## config.mk

```make
export PLATFORM = sky130hd
export DESIGN_NAME = psum_collector
export DESIGN_NICKNAME = d
export VERILOG_FILES = /design/src/rtl/psum_collector.sv
export SDC_FILE = /design/constraint.sdc
export NUM_CORES = 1
export LEC_CHECK = 0
export BUFFER_PORTS_ARGS = -buffer_cell sky130_fd_sc_hd__buf_4
export CAP_MARGIN = 25
export CELL_PAD_IN_SITES_DETAIL_PLACEMENT = 2
export CELL_PAD_IN_SITES_GLOBAL_PLACEMENT = 2
export CORE_UTILIZATION = 30
export CTS_BUF_LIST = sky130_fd_sc_hd__clkbuf_8
export DETAILED_ROUTE_END_ITERATION = 8
export PLACE_DENSITY_LB_ADDON = 0.3
export SLEW_MARGIN = 20
export SYNTH_ARGS = -nofsm -noshare
export SYNTH_HDL_FRONTEND = slang
export SYNTH_SLANG_ARGS = --single-unit
export TNS_END_PERCENT = 50
```

## constraint.sdc

```tcl
create_clock -name clk -period 8.2 [get_ports clk]
set_input_delay 0.41 -clock clk [delete_from_list [all_inputs] [get_ports clk]]
set_output_delay 0.41 -clock clk [all_outputs]
set_load 0.1 [all_outputs]
```

## src/rtl/psum_collector.sv

```systemverilog
// rtl/psum_collector.sv - accumulates tile column partial sums across passes and streams requantized results
module psum_collector #(
  parameter int AK_BW  = 20,
  parameter int COLS   = 5,
  parameter int ACC_BW = 32,
  parameter int O_BW   = 8
) (
  input  logic                  clk,
  input  logic                  rst_n,
  input  logic                  i_acc_valid,
  output logic                  o_acc_ready,
  input  logic [AK_BW*COLS-1:0] i_acc_pp,
  input  logic                  i_first_pass,
  input  logic                  i_last_pass,
  input  logic [4:0]            i_shift,
  input  logic                  i_relu_en,
  output logic [O_BW-1:0]       o_data,
  output logic [2:0]            o_col_idx,
  output logic                  o_valid,
  input  logic                  i_ready,
  output logic                  o_done,
  output logic                  o_err
);

  typedef enum logic [1:0] {IDLE, ACCUM, DRAIN} state_t;

  localparam logic signed [ACC_BW:0] SAT_MAX = {{(ACC_BW-O_BW+2){1'b0}}, {(O_BW-1){1'b1}}};
  localparam logic signed [ACC_BW:0] SAT_MIN = ~SAT_MAX;

  state_t state, state_nxt;

  logic signed [ACC_BW-1:0] acc     [COLS];
  logic signed [ACC_BW-1:0] acc_nxt [COLS];
  logic signed [ACC_BW-1:0] in_ext  [COLS];
  logic signed [ACC_BW-1:0] drain_sel;
  logic [4:0]               shift_r;
  logic                     relu_r;
  logic [2:0]               col;
  logic [2:0]               col_inc;
  logic                     accept;
  logic                     hs;
  logic                     last_col;
  logic                     load_new;
  logic [O_BW-1:0]          q_first;
  logic [O_BW-1:0]          q_next;

  // Rounding add is done one bit wider than the accumulator so it cannot overflow.
  function automatic logic [O_BW-1:0] quant(input logic signed [ACC_BW-1:0] x,
                                             input logic [4:0] sh,
                                             input logic relu);
    logic signed [ACC_BW:0] v;
    logic signed [ACC_BW:0] rnd;
    logic signed [ACC_BW:0] sum;
    v   = (relu && x < 0) ? '0 : {x[ACC_BW-1], x};
    rnd = (ACC_BW+1)'(({{ACC_BW{1'b0}}, 1'b1} << sh) >> 1);
    sum = (v + rnd) >>> sh;
    if (sum > SAT_MAX)
      return SAT_MAX[O_BW-1:0];
    else if (sum < SAT_MIN)
      return SAT_MIN[O_BW-1:0];
    else
      return sum[O_BW-1:0];
  endfunction

  assign accept    = i_acc_valid && o_acc_ready;
  assign hs        = o_valid && i_ready;
  assign last_col  = (col == 3'(COLS-1));
  assign col_inc   = col + 3'd1;
  assign load_new  = (state == IDLE) || i_first_pass;
  assign o_col_idx = col;

  always_comb begin
    for (int c = 0; c < COLS; c++) begin
      in_ext[c]  = {{(ACC_BW-AK_BW){i_acc_pp[c*AK_BW+AK_BW-1]}}, i_acc_pp[c*AK_BW +: AK_BW]};
      acc_nxt[c] = load_new ? in_ext[c] : acc[c] + in_ext[c];
    end
  end

  always_comb begin
    drain_sel = acc[0];
    for (int c = 0; c < COLS; c++)
      if (3'(c) == col_inc) drain_sel = acc[c];
  end

  // Column 0 is quantized from the freshly accumulated value so it is ready the cycle after the last accept.
  assign q_first = quant(acc_nxt[0], i_shift, i_relu_en);
  assign q_next  = quant(drain_sel, shift_r, relu_r);

  always_ff @(posedge clk or negedge rst_n) begin
    if (!rst_n)
      state <= IDLE;
    else
      state <= state_nxt;
  end

  always_comb begin
    state_nxt = state;
    case (state)
      IDLE, ACCUM: if (accept) state_nxt = i_last_pass ? DRAIN : ACCUM;
      DRAIN:       if (hs && last_col) state_nxt = IDLE;
      default:     state_nxt = IDLE;
    endcase
  end

  always_comb begin
    o_acc_ready = (state != DRAIN);
    o_valid     = (state == DRAIN);
  end

  always_ff @(posedge clk or negedge rst_n) begin
    if (!rst_n) begin
      for (int c = 0; c < COLS; c++) acc[c] <= '0;
      shift_r <= '0;
      relu_r  <= 1'b0;
      col     <= '0;
      o_data  <= '0;
      o_done  <= 1'b0;
      o_err   <= 1'b0;
    end else begin
      o_done <= 1'b0;
      if (accept) begin
        for (int c = 0; c < COLS; c++) acc[c] <= acc_nxt[c];
        if (state == IDLE && !i_first_pass) o_err <= 1'b1;
        if (i_last_pass) begin
          shift_r <= i_shift;
          relu_r  <= i_relu_en;
          col     <= '0;
          o_data  <= q_first;
        end
      end
      if (hs) begin
        if (last_col) begin
          col    <= '0;
          o_done <= 1'b1;
        end else begin
          col    <= col_inc;
          o_data <= q_next;
        end
      end
    end
  end

endmodule

```

* After elaboration in Yosys (flattened, before gate mapping) *
Cells that the tools add are included.

operators by class
  $add $sub $neg = 8
  $lt $le $gt $ge = 6
  eq/ne operators = 10
  shift operators = 4
  multiplexer cells = 29
  reduce and logical (&&, ||, !) cells = 16

operators by type and width
  kind                    count
  $mux W32                9
  $add A32 B20 Y32        5
  $add A33 B33 Y33        2
  $gt A33 B8 Y1 const B   2
  $lt A33 B8 Y1 const B   2
  $mux W33                2
  $shl A1 B5 Y33 const A  2
  $sshr A33 B5 Y33        2
  $lt A32 B1 Y1 const B   2
  $mux W8                 8
  $mux W3                 4
  $reduce_and A2 Y1       4
  $eq A2 B3 Y1 const A    2
  $logic_and A1 B1 Y1     6
  $mux W2                 3
  $ne A2 B2 Y1 const B    2
  $pmux W2 S2             1
  $reduce_bool A2 Y1      2
  $add A3 B1 Y3 const B   1
  $eq A1 B3 Y1 const A    1
  $eq A3 B3 Y1 const A    1
  $eq A3 B3 Y1 const B    1
  $eq A2 B1 Y1 const B    1
  $eq A2 B2 Y1 const B    1
  other kinds (6)         7

storage, ports and cells
  register bits = 181
  bits of input ports = 112
  output and inout port bits = 15
  word-level logic and storage cells = 85

* Longest topological paths before layout *
Gate-level depths: netlist (run 1).

  depth after elaboration = 16
  gate-level depth with buffers = 33
  mapped depth without buffers = 31

* Worst setup path before layout (run 1) *
Ideal clock, no wire load.

  kind = input port to flip-flop
  start point = input i_acc_pp[0]
  end point = register o_data[0]
  setup time = 0.094 ns
  data arrival time = 7.447 ns
  data required time = 8.106 ns
  setup slack = 0.659 ns
  cell stages on the path = 32
  path buffers = 1
  path through = ha_1 fa_1 a21o_1 a21o_1 a2111oi_0 o22ai_1 o41a_1 a221oi_1 a31oi_1 a41oi_1 nand2b_1 a21oi_1 xnor2_1 a21oi_1 nor2_1 ha_1 clkbuf_1 nand2_1 o21ai_0 nor2_1 inv_1 o31ai_1 mux2_2 a211oi_1 nand2b_1 o22ai_1 a211o_1 nor3_2 a31o_1 a21oi_2 a211o_1 a211oi_1

on the way
  longest elaborated chain between the ends = 14
  elaborated cells on any way between the ends = 15
  those cells by class = add/sub (2); order compare (3); shift (1); mux (8); reduce/logical (1)

ends and longest elaborated chain
  element               RTL line  RTL
  from (decl)           12        input logic [AK_BW*COLS-1:0] i_acc_pp,
  $add A32 B20 Y32      75        acc_nxt[c] = load_new ? in_ext[c] : acc[c] + in_ext[c];
  $mux W32 *            75
  $lt A32 B1 Y1         54        v = (relu && x < 0) ? '0 : {x[ACC_BW-1], x};
  $logic_and A1 B1 Y1   54
  $mux W33 *            54
  $add A33 B33 Y33 *    56        sum = (v + rnd) >>> sh;
  $sshr A33 B5 Y33 *    56
  $lt A33 B8 Y1         59        else if (sum < SAT_MIN)
  $mux W8               59
  $mux W8 *             57        if (sum > SAT_MAX)
  $mux W8 *             124       if (i_last_pass) begin
  $mux W8 *             121       if (accept) begin
  $mux W8               132       if (last_col) begin
  $mux W8 *             131       if (hs) begin
  to (signal assigned)  128       o_data <= q_first;
  to (signal assigned)  137       o_data <= q_next;
  to (decl)             17        output logic [O_BW-1:0] o_data,

Every way passes the cells marked *; elsewhere a longest branch is shown, timed or not.
A chain may end at the register's enable or synchronous reset.

* Worst setup path in the final report (run 1) *
  start point = register acc[128] (netlist bit)
  end point = register o_data[6]

on the way
  longest elaborated chain between the ends = 14
  elaborated cells on any way between the ends = 28
  those cells by class = add/sub (3); order compare (6); shift (2); mux (15); reduce/logical (2)

ends and longest elaborated chain
  element                                                  RTL line  RTL
  from (decl)                                              32        logic signed [ACC_BW-1:0] acc [COLS];
  $add A32 B20 Y32 or $mux W32 (tied branches)             75, 82
  $mux W32, on equally long branches                       75, 82
  $lt A32 B1 Y1 or $mux W32 (tied branches)                54, 82
  $logic_and A1 B1 Y1 or $mux W32 (tied branches)          54, 82
  $mux W33 or $lt A32 B1 Y1 (tied branches)                54
  $add A33 B33 Y33 or $logic_and A1 B1 Y1 (tied branches)  56, 54
  $sshr A33 B5 Y33 or $mux W33 (tied branches)             56, 54
  $lt A33 B8 Y1 or $add A33 B33 Y33 (tied branches)        59, 56
  $mux W8 or $sshr A33 B5 Y33 (tied branches)              59, 56
  $mux W8 or $lt A33 B8 Y1 (tied branches)                 57, 59
  $mux W8, on equally long branches                        124, 59
  $mux W8, on equally long branches                        121, 57
  $mux W8                                                  132
  $mux W8 *                                                131

Marks and branches as above.

==> results of run 1 <==
-- cell families (layout without fill, tap and decap cells) --
group | after synthesis | after routing | synth area share (%)
flops | 181 | 181 | 17.7
compound gates | 1287 | 1287 | 32.6
xor+xnor | 157 | 157 | 5.38
fa+ha+maj | 229 | 229 | 11.4
simple gates | 1374 | 1374 | 24.2
other cells | 0 | 2 | 0
buf+inv | 288 | 405 | 4.32
mux | 95 | 95 | 4.42
-- repair_timing --
| item | 4_1_cts | 5_1_grt |
|---|---|---|
| pin swaps | 0 | 8 |
| gates resized for setup | 2 | 32 |
| hold buffers | 1 | 0 |
| endpoints found under the setup margin | 7 | 7 |
| endpoints found under the hold margin | 36 | 0 |
| setup buffers | 0 | 3 |
-- flip-flops by register name (all words and copies together) (netlist names) --
register,flops
o_col_idx,3
state,2
shift_r,5
relu_r,1
o_done,1
o_data,8
o_err,1
acc,160
-- routing by layer --
metal	share of wire, %	up-vias	track usage [%]
met3	4.2	145	3.75
met2	48	500	44.0
li1	-	13555	-
met1	46	14308	33.6
met5	0.036	-	0
met4	2.6	6	7.90
-- final cells by class --
class / instances / area [um2]
Fill cell: 10076 / 54900
Multi-Input combinational cell: 3142 / 20100
Sequential cell: 181 / 4530
Timing Repair Buffer: 297 / 2280
Tap cell: 1134 / 1420
Inverter: 77 / 289
Clock buffer: 18 / 248
Clock inverter: 13 / 143
Antenna cell: 2 / 5.00
-- worst register-to-register path: cells and delay by family (launching register included) --
family          cells  cell delay (ns)
flops               1             0.40
simple gates        5             1.38
fa+ha+maj           3             0.95
buf+inv             2             0.33
mux                 2             0.71
compound gates     18             3.95
-- placed cells by master, fill, tap and decap left out, types with 13 or more instances in the layout --
| master | instances |
|---|---|
| and3_1 | 38 |
| buf_4 | 291 |
| xnor2_1 | 98 |
| a41oi_1 | 13 |
| inv_1 | 73 |
| o2111ai_1 | 16 |
| a311oi_1 | 40 |
| mux2i_1 | 56 |
| clkbuf_8 | 19 |
| nand2_1 | 432 |
| o211ai_1 | 35 |
| a211oi_1 | 76 |
| a21oi_1 | 412 |
| dfrtp_1 | 181 |
| o21bai_1 | 16 |
| a211o_1 | 17 |
| o21a_1 | 41 |
| nor2_1 | 459 |
| mux2_2 | 24 |
| a31oi_1 | 61 |
| o21ai_0 | 249 |
| o31ai_1 | 21 |
| a31o_2 | 15 |
| ha_1 | 221 |
| nand4_1 | 24 |
| o31a_1 | 13 |
| nand3_1 | 119 |
| xor2_1 | 59 |
| nand2b_1 | 33 |
| or3_1 | 37 |
| o211a_1 | 15 |
| and2_1 | 25 |
| nor2b_1 | 24 |
| nor3_1 | 100 |
| a21o_1 | 85 |
-- worst max-delay path by stage --
| stage | depth (start not counted) | start | slack (ns) | end |
|---|---|---|---|---|
| final | 30 | acc[128] | 0.35 | o_data[6] |
| after global routing | 35 | acc[128] | -0.04 | o_data[6] |
| after CTS | 25 | o_col_idx[0] | 0.02 | o_data[3] |
| after detailed placement | 33 | i_acc_pp[0] | -0.19 | o_data[6] |
| after global placement | 34 | i_acc_pp[0] | 0.04 | o_data[0] |
| after floorplan | 32 | i_acc_pp[0] | 0.66 | o_data[0] |
-- power groups by stage --
stage,Combinational [mW],Sequential [mW],Clock (mW)
floorplan,6.95,1.74,0
global placement,10.2,1.78,0
detailed placement,10.5,1.80,0
CTS,10.6,1.78,0.710
global route,11.6,1.84,0.732
finish,10.6,1.78,0.683
==> key figures, run 1 <==
Synthesis
  – Total of warnings raised by yosys: 0
  – Synth Area per Inst: 7.08 um2
  – Count of different cell masters after synthesis: 103
  – Synth top area share: 17.7%
  – Dominant synthesized flop cell: dfrtp_1
  – Mapped Area: 25600 um2
  – Leading area contributor after synthesis: dfrtp_1
  – Post-synthesis sequential area ratio: 17.7%
  – Post-synth EDFFs: 0
  – Synth area leaders: dfrtp_1 18%, ha_1 11%, a21oi_1 8.1%
  – Synth Instances: 3611
  – Top-count cell post-synth: nor2_1
  – Seq cells post-synth: 181
  – Post-synth top cells: 463 x nor2_1, 435 x nand2_1, 416 x a21oi_1, 253 x o21ai_0, 222 x ha_1
  – Async S/R FF share, synth: 100%
  – Mapped Nets: 3952

STA
  – Slew HR: 35.9%
  – Fin crit period: 7.85 ns
  – Hold WS: 0.0891 ns
  – Slew Limit Fails: 0
  – # setup viols final: 0
  – Hold Fails Final Rpt: 0
  – Clk_skew: 0.0392 ns
  – Worst slew pin tran: 0.961 ns
  – Setup WS post-layout: 0.346 ns
  – Fmax: 0.127 GHz
  – TNS Setup: 0 ns
  – Period utilization: 95.8%

Min path
  – Hold Path Stages: 2
  – Hold crit path type: primary input to flip-flop
  – Hold Crit Start: i_last_pass
  – Hold EP: state[0]

GRT
  – Grt ovf: 0
  – Largest net degree at the start of global routing: 146
  – First-pass GRT wire length: 176 mm
  – Initial antenna violation count: 6
  – Gr usage total: 25.9%
  – Vias in the first global route: 30161

Cells and area
  – Layout Nets: 4057
  – Ratio of cells with drive above 1 in the final layout: 12.3%
  – Final core area utilization: 34.6%
  – Area grow syn2layout: 13.5%
  – Post-route cell area: 29000 um2
  – Layout Cells excl Fill: 4864

Drt
  – Via count: 28514
  – Drt total wl: 112 mm
  – DRT iter0 DRCs: 1438
  – Antenna-violating nets left: 0
  – Drt first pass iters: 5
  – DR DRC count: 0
  – DR WL/cell: 23.1 um
  – Vias per cell: 5.86

Clock network
  – Worst-Skew Late Latency: 0.57 ns
  – Clock transition at path regs: 0.12 ns
  – Clk buf depth: 2
  – CTS Root Cell: clkbuf_8
  – H-tree Lvls: 4
  – Sink Count: 181
  – Total CTS buffers: 17
  – CTS tree: done

Critical path
  – Critical path buffers and inverters: 2
  – Max incr delay on CP: 0.49 ns
  – Crit end category: flip-flop
  – Slowest cell on crit path: mux4_2
  – WP data required: 8.65 ns
  – Cells on worst reg2reg path: 30
  – Critical path arrival: 8.30 ns
  – Worst setup SP type: flip-flop
  – Reg2reg end: o_data[6]
  – Crit Reg-Reg Startpoint: acc[128]
  – Worst Path Class, Setup: flip-flop to flip-flop
  – Top delay family on crit path: compound AO/OA/AOI/OAI gates
  – Register-to-register setup slack: 0.35 ns
  – Worst-path fanout max: 7

Power
  – Clock share of power: 5.2%
  – Tot Pwr: 13.1 mW
  – Power Dens Cells: 451 nW/um2
  – Worst VDD drop: 0.210 mV
  – LEAKAGE: 12.6 nW
  – Switching power total: 7.56 mW
  – Pint: 5.53 mW
  – Sequential share of power: 13.6%
  – Comb pwr share: 81.2%
  – Sw Ratio: 57.8%

Floorplan
  – CORE AREA: 84000 um2
  – DIE AREA: 86400 um2
  – Die X: 294 um
  – # rows: 106
  – Die Height: 294 um
  – Starting Density: 30.5%
  – I/O pin count: 127

Placed design
  – Input/output buffers: 126
  – Placed instance count: 4826
  – Placer Congestion: 0.899
  – Placed Area: 28400 um2
  – Hpwl dp: 88.7 mm
  – Dpl ws: -0.193 ns

Run status
  – Status: completed

Run
  – Max_cap viols: 0
No activity file was read; power rests on OpenSTA's default activity.
==> inputs of run 2 (changes only) <==
--- a/config.mk
+++ b/config.mk
@@ -9,8 +9,9 @@
 export CAP_MARGIN = 25
 export CELL_PAD_IN_SITES_DETAIL_PLACEMENT = 2
 export CELL_PAD_IN_SITES_GLOBAL_PLACEMENT = 2
-export CORE_UTILIZATION = 30
+export CORE_UTILIZATION = 35
 export CTS_BUF_LIST = sky130_fd_sc_hd__clkbuf_8
+export CTS_CLUSTER_DIAMETER = 100
 export DETAILED_ROUTE_END_ITERATION = 8
 export PLACE_DENSITY_LB_ADDON = 0.3
 export SLEW_MARGIN = 20
==> key figures, run 2 (synthesized netlist as in run 1, its figures left out) <==
Drt
  – Drt total wl: 113 mm (was 112 mm)
  – Antenna-violating nets left: 0 (unchanged)
  – Drt first pass iters: 5 (unchanged)
  – DR DRC count: 0 (unchanged)
  – DR WL/cell: 24.3 um (was 23.1 um)
  – Vias per cell: 6.21 (was 5.86)
  – DRT iter0 DRCs: 1718 (was 1438)
  – Via count: 28952 (was 28514)

STA
  – Fmax: 0.127 GHz (about the same)
  – Fin crit period: 7.88 ns (was 7.85 ns)
  – Clk_skew: 0.0340 ns (was 0.0392 ns)
  – # setup viols final: 0 (unchanged)
  – Slew Limit Fails: 0 (unchanged)
  – Hold Fails Final Rpt: 0 (unchanged)
  – Setup WS post-layout: 0.324 ns (was 0.346 ns)
  – Worst slew pin tran: 0.984 ns (was 0.961 ns)
  – Period utilization: 96.0% (was 95.8%)
  – TNS Setup: 0 ns (unchanged)
  – Slew HR: 34.4% (was 35.9%)

Power
  – Worst VDD drop: 0.235 mV (was 0.210 mV)
  – LEAKAGE: 12.5 nW (was 12.6 nW)
  – Tot Pwr: 13.2 mW (was 13.1 mW)
  – Power Dens Cells: 459 nW/um2 (was 451 nW/um2)

Clock network
  – CTS Root Cell: clkbuf_8 (unchanged)
  – Total CTS buffers: 17 (unchanged)
  – H-tree Lvls: 4 (unchanged)
  – Sink Count: 181 (unchanged)
  – Worst-Skew Late Latency: 0.60 ns (was 0.57 ns)
  – Clk buf depth: 2 (unchanged)
  – CTS tree: done (unchanged)
  – Clock transition at path regs: 0.12 ns (about the same)

Floorplan
  – DIE AREA: 74100 um2 (was 86400 um2)
  – Die Height: 272 um (was 294 um)
  – Die X: 272 um (was 294 um)
  – Starting Density: 35.6% (was 30.5%)
  – CORE AREA: 71900 um2 (was 84000 um2)
  – I/O pin count: 127 (unchanged)
  – # rows: 98 (was 106)

Critical path
  – Worst-path fanout max: 7 (unchanged)
  – Slowest cell on crit path: dfrtp_1 (was mux4_2)
  – Worst Path Class, Setup: flip-flop to flip-flop (unchanged)
  – Crit end category: flip-flop (unchanged)
  – Max incr delay on CP: 0.41 ns (was 0.49 ns)
  – Worst setup SP type: flip-flop (unchanged)
  – WP data required: 8.68 ns (was 8.65 ns)
  – Critical path arrival: 8.35 ns (was 8.30 ns)

Placed design
  – Dpl ws: -0.197 ns (was -0.193 ns)
  – Input/output buffers: 126 (unchanged)
  – Placer Congestion: 0.921 (was 0.899)
  – Placed Area: 28100 um2 (was 28400 um2)
  – Hpwl dp: 88.1 mm (was 88.7 mm)

Cells and area
  – Commonest cells after routing, fill and taps aside: 462 x nor2_1, 432 x nand2_1, 412 x a21oi_1, 271 x buf_4, 245 x o21ai_0 (was 459 x nor2_1, 432 x nand2_1, 412 x a21oi_1, 291 x buf_4, 249 x o21ai_0)
  – Commonest non-fill, non-tap cell in the layout: nor2_1 (unchanged)
  – Area grow syn2layout: 12.2% (was 13.5%)
  – Ratio of cells with drive above 1 in the final layout: 12.0% (was 12.3%)
  – Top Registers: acc: 160 flops, o_data: 8 flops, shift_r: 5 flops (unchanged)
  – Largest register by flop count: acc (unchanged)
  – Max FFs per register: 160 (unchanged)
  – Layout Nets: 4038 (was 4057)
  – Post-route cell area: 28700 um2 (was 29000 um2)

Min path
  – Hold crit path type: primary input to flip-flop (unchanged)

GRT
  – Grt ovf: 0 (unchanged)
  – Initial antenna violation count: 6 (unchanged)
  – Gr usage total: 30.1% (was 25.9%)
  – Vias in the first global route: 30460 (was 30161)
  – Largest net degree at the start of global routing: 178 (was 146)
  – First-pass GRT wire length: 176 mm (about the same)

Run
  – Max_cap viols: 0 (unchanged)

Run status
  – Status: completed (unchanged)
## run 2: cell types whose count changed in the layout (fill, tap and decap cells not counted), sizes merged
cell      previous run  this run
buf                295       276
clkinv               7        11
bufinv               1         0
clkbuf              19        18
clkinvlp             3         2
## run 2: layer usage
metal / track usage [%] / up-vias / part of all wire [%]
met1: 38.7 / 14644 / 45
met3: 4.34 / 186 / 4.3
met5: 0 / - / 0.030
li1: - / 13517 / -
met4: 9.85 / 6 / 3.0
met2: 51.3 / 599 / 47
## run 2: path summary, 6_finish.rpt
| check | from | endpoint | slack (ns) | cells past startpoint |
|---|---|---|---|---|
| max in group asynchronous | rst_n | o_data[6] | 6.29 | 3 |
| max reg2reg | acc[128] | o_data[0] | 0.32 | 34 |
| min in group asynchronous | rst_n | acc[102] | 0.40 | 2 |
| min reg2reg | acc[26] | acc[26] | 0.53 | 2 |
| min | i_last_pass | state[0] | 0.06 | 2 |
| max | acc[128] | o_data[0] | 0.32 | 34 |
## run 2: worst max-delay path: cells and delay by family, from the launching register on
| family | cells | cell delay (ns) |
|---|---|---|
| compound gates | 24 | 5.50 |
| fa+ha+maj | 3 | 0.97 |
| buf+inv | 3 | 0.45 |
| flops | 1 | 0.41 |
| xor+xnor | 2 | 0.23 |
| simple gates | 2 | 0.22 |
## run 2: timing repair
action / CTS / global route
gates resized for setup: 7 / 38
buffers inserted: 1 / 4
hold endpoints to repair: 73 / 0
pin swaps: 1 / 4
hold buffers: 1 / 0
setup endpoints to repair: 7 / 7
## run 2: final cells by class
class,instances,area [um2]
Multi-Input combinational cell,3142,20100
Tap cell,950,1190
Timing Repair Buffer,278,2130
Fill cell,8657,43200
Clock buffer,17,234
Clock inverter,15,168
Inverter,77,289
Sequential cell,181,4530
Antenna cell,2,5.00
## run 2: per-stage QoR
stage                     utilization, %  std cells  hold WS, ns
final                               39.9       4662       0.0579
after global routing                39.9       4662       0.0441
after CTS                           39.7       4656       0.0158
after detailed placement            39.0       4622        0.507
after global placement              39.0       4622        0.492
after floorplan                        -       3611        0.114
## run 2: power breakdown
| part | switching [mW] | internal [mW] |
|---|---|---|
| registers | 0.461 | 1.31 |
| clock network | 0.462 | 0.228 |
| logic | 6.80 | 3.90 |
| total | 7.72 | 5.43 |
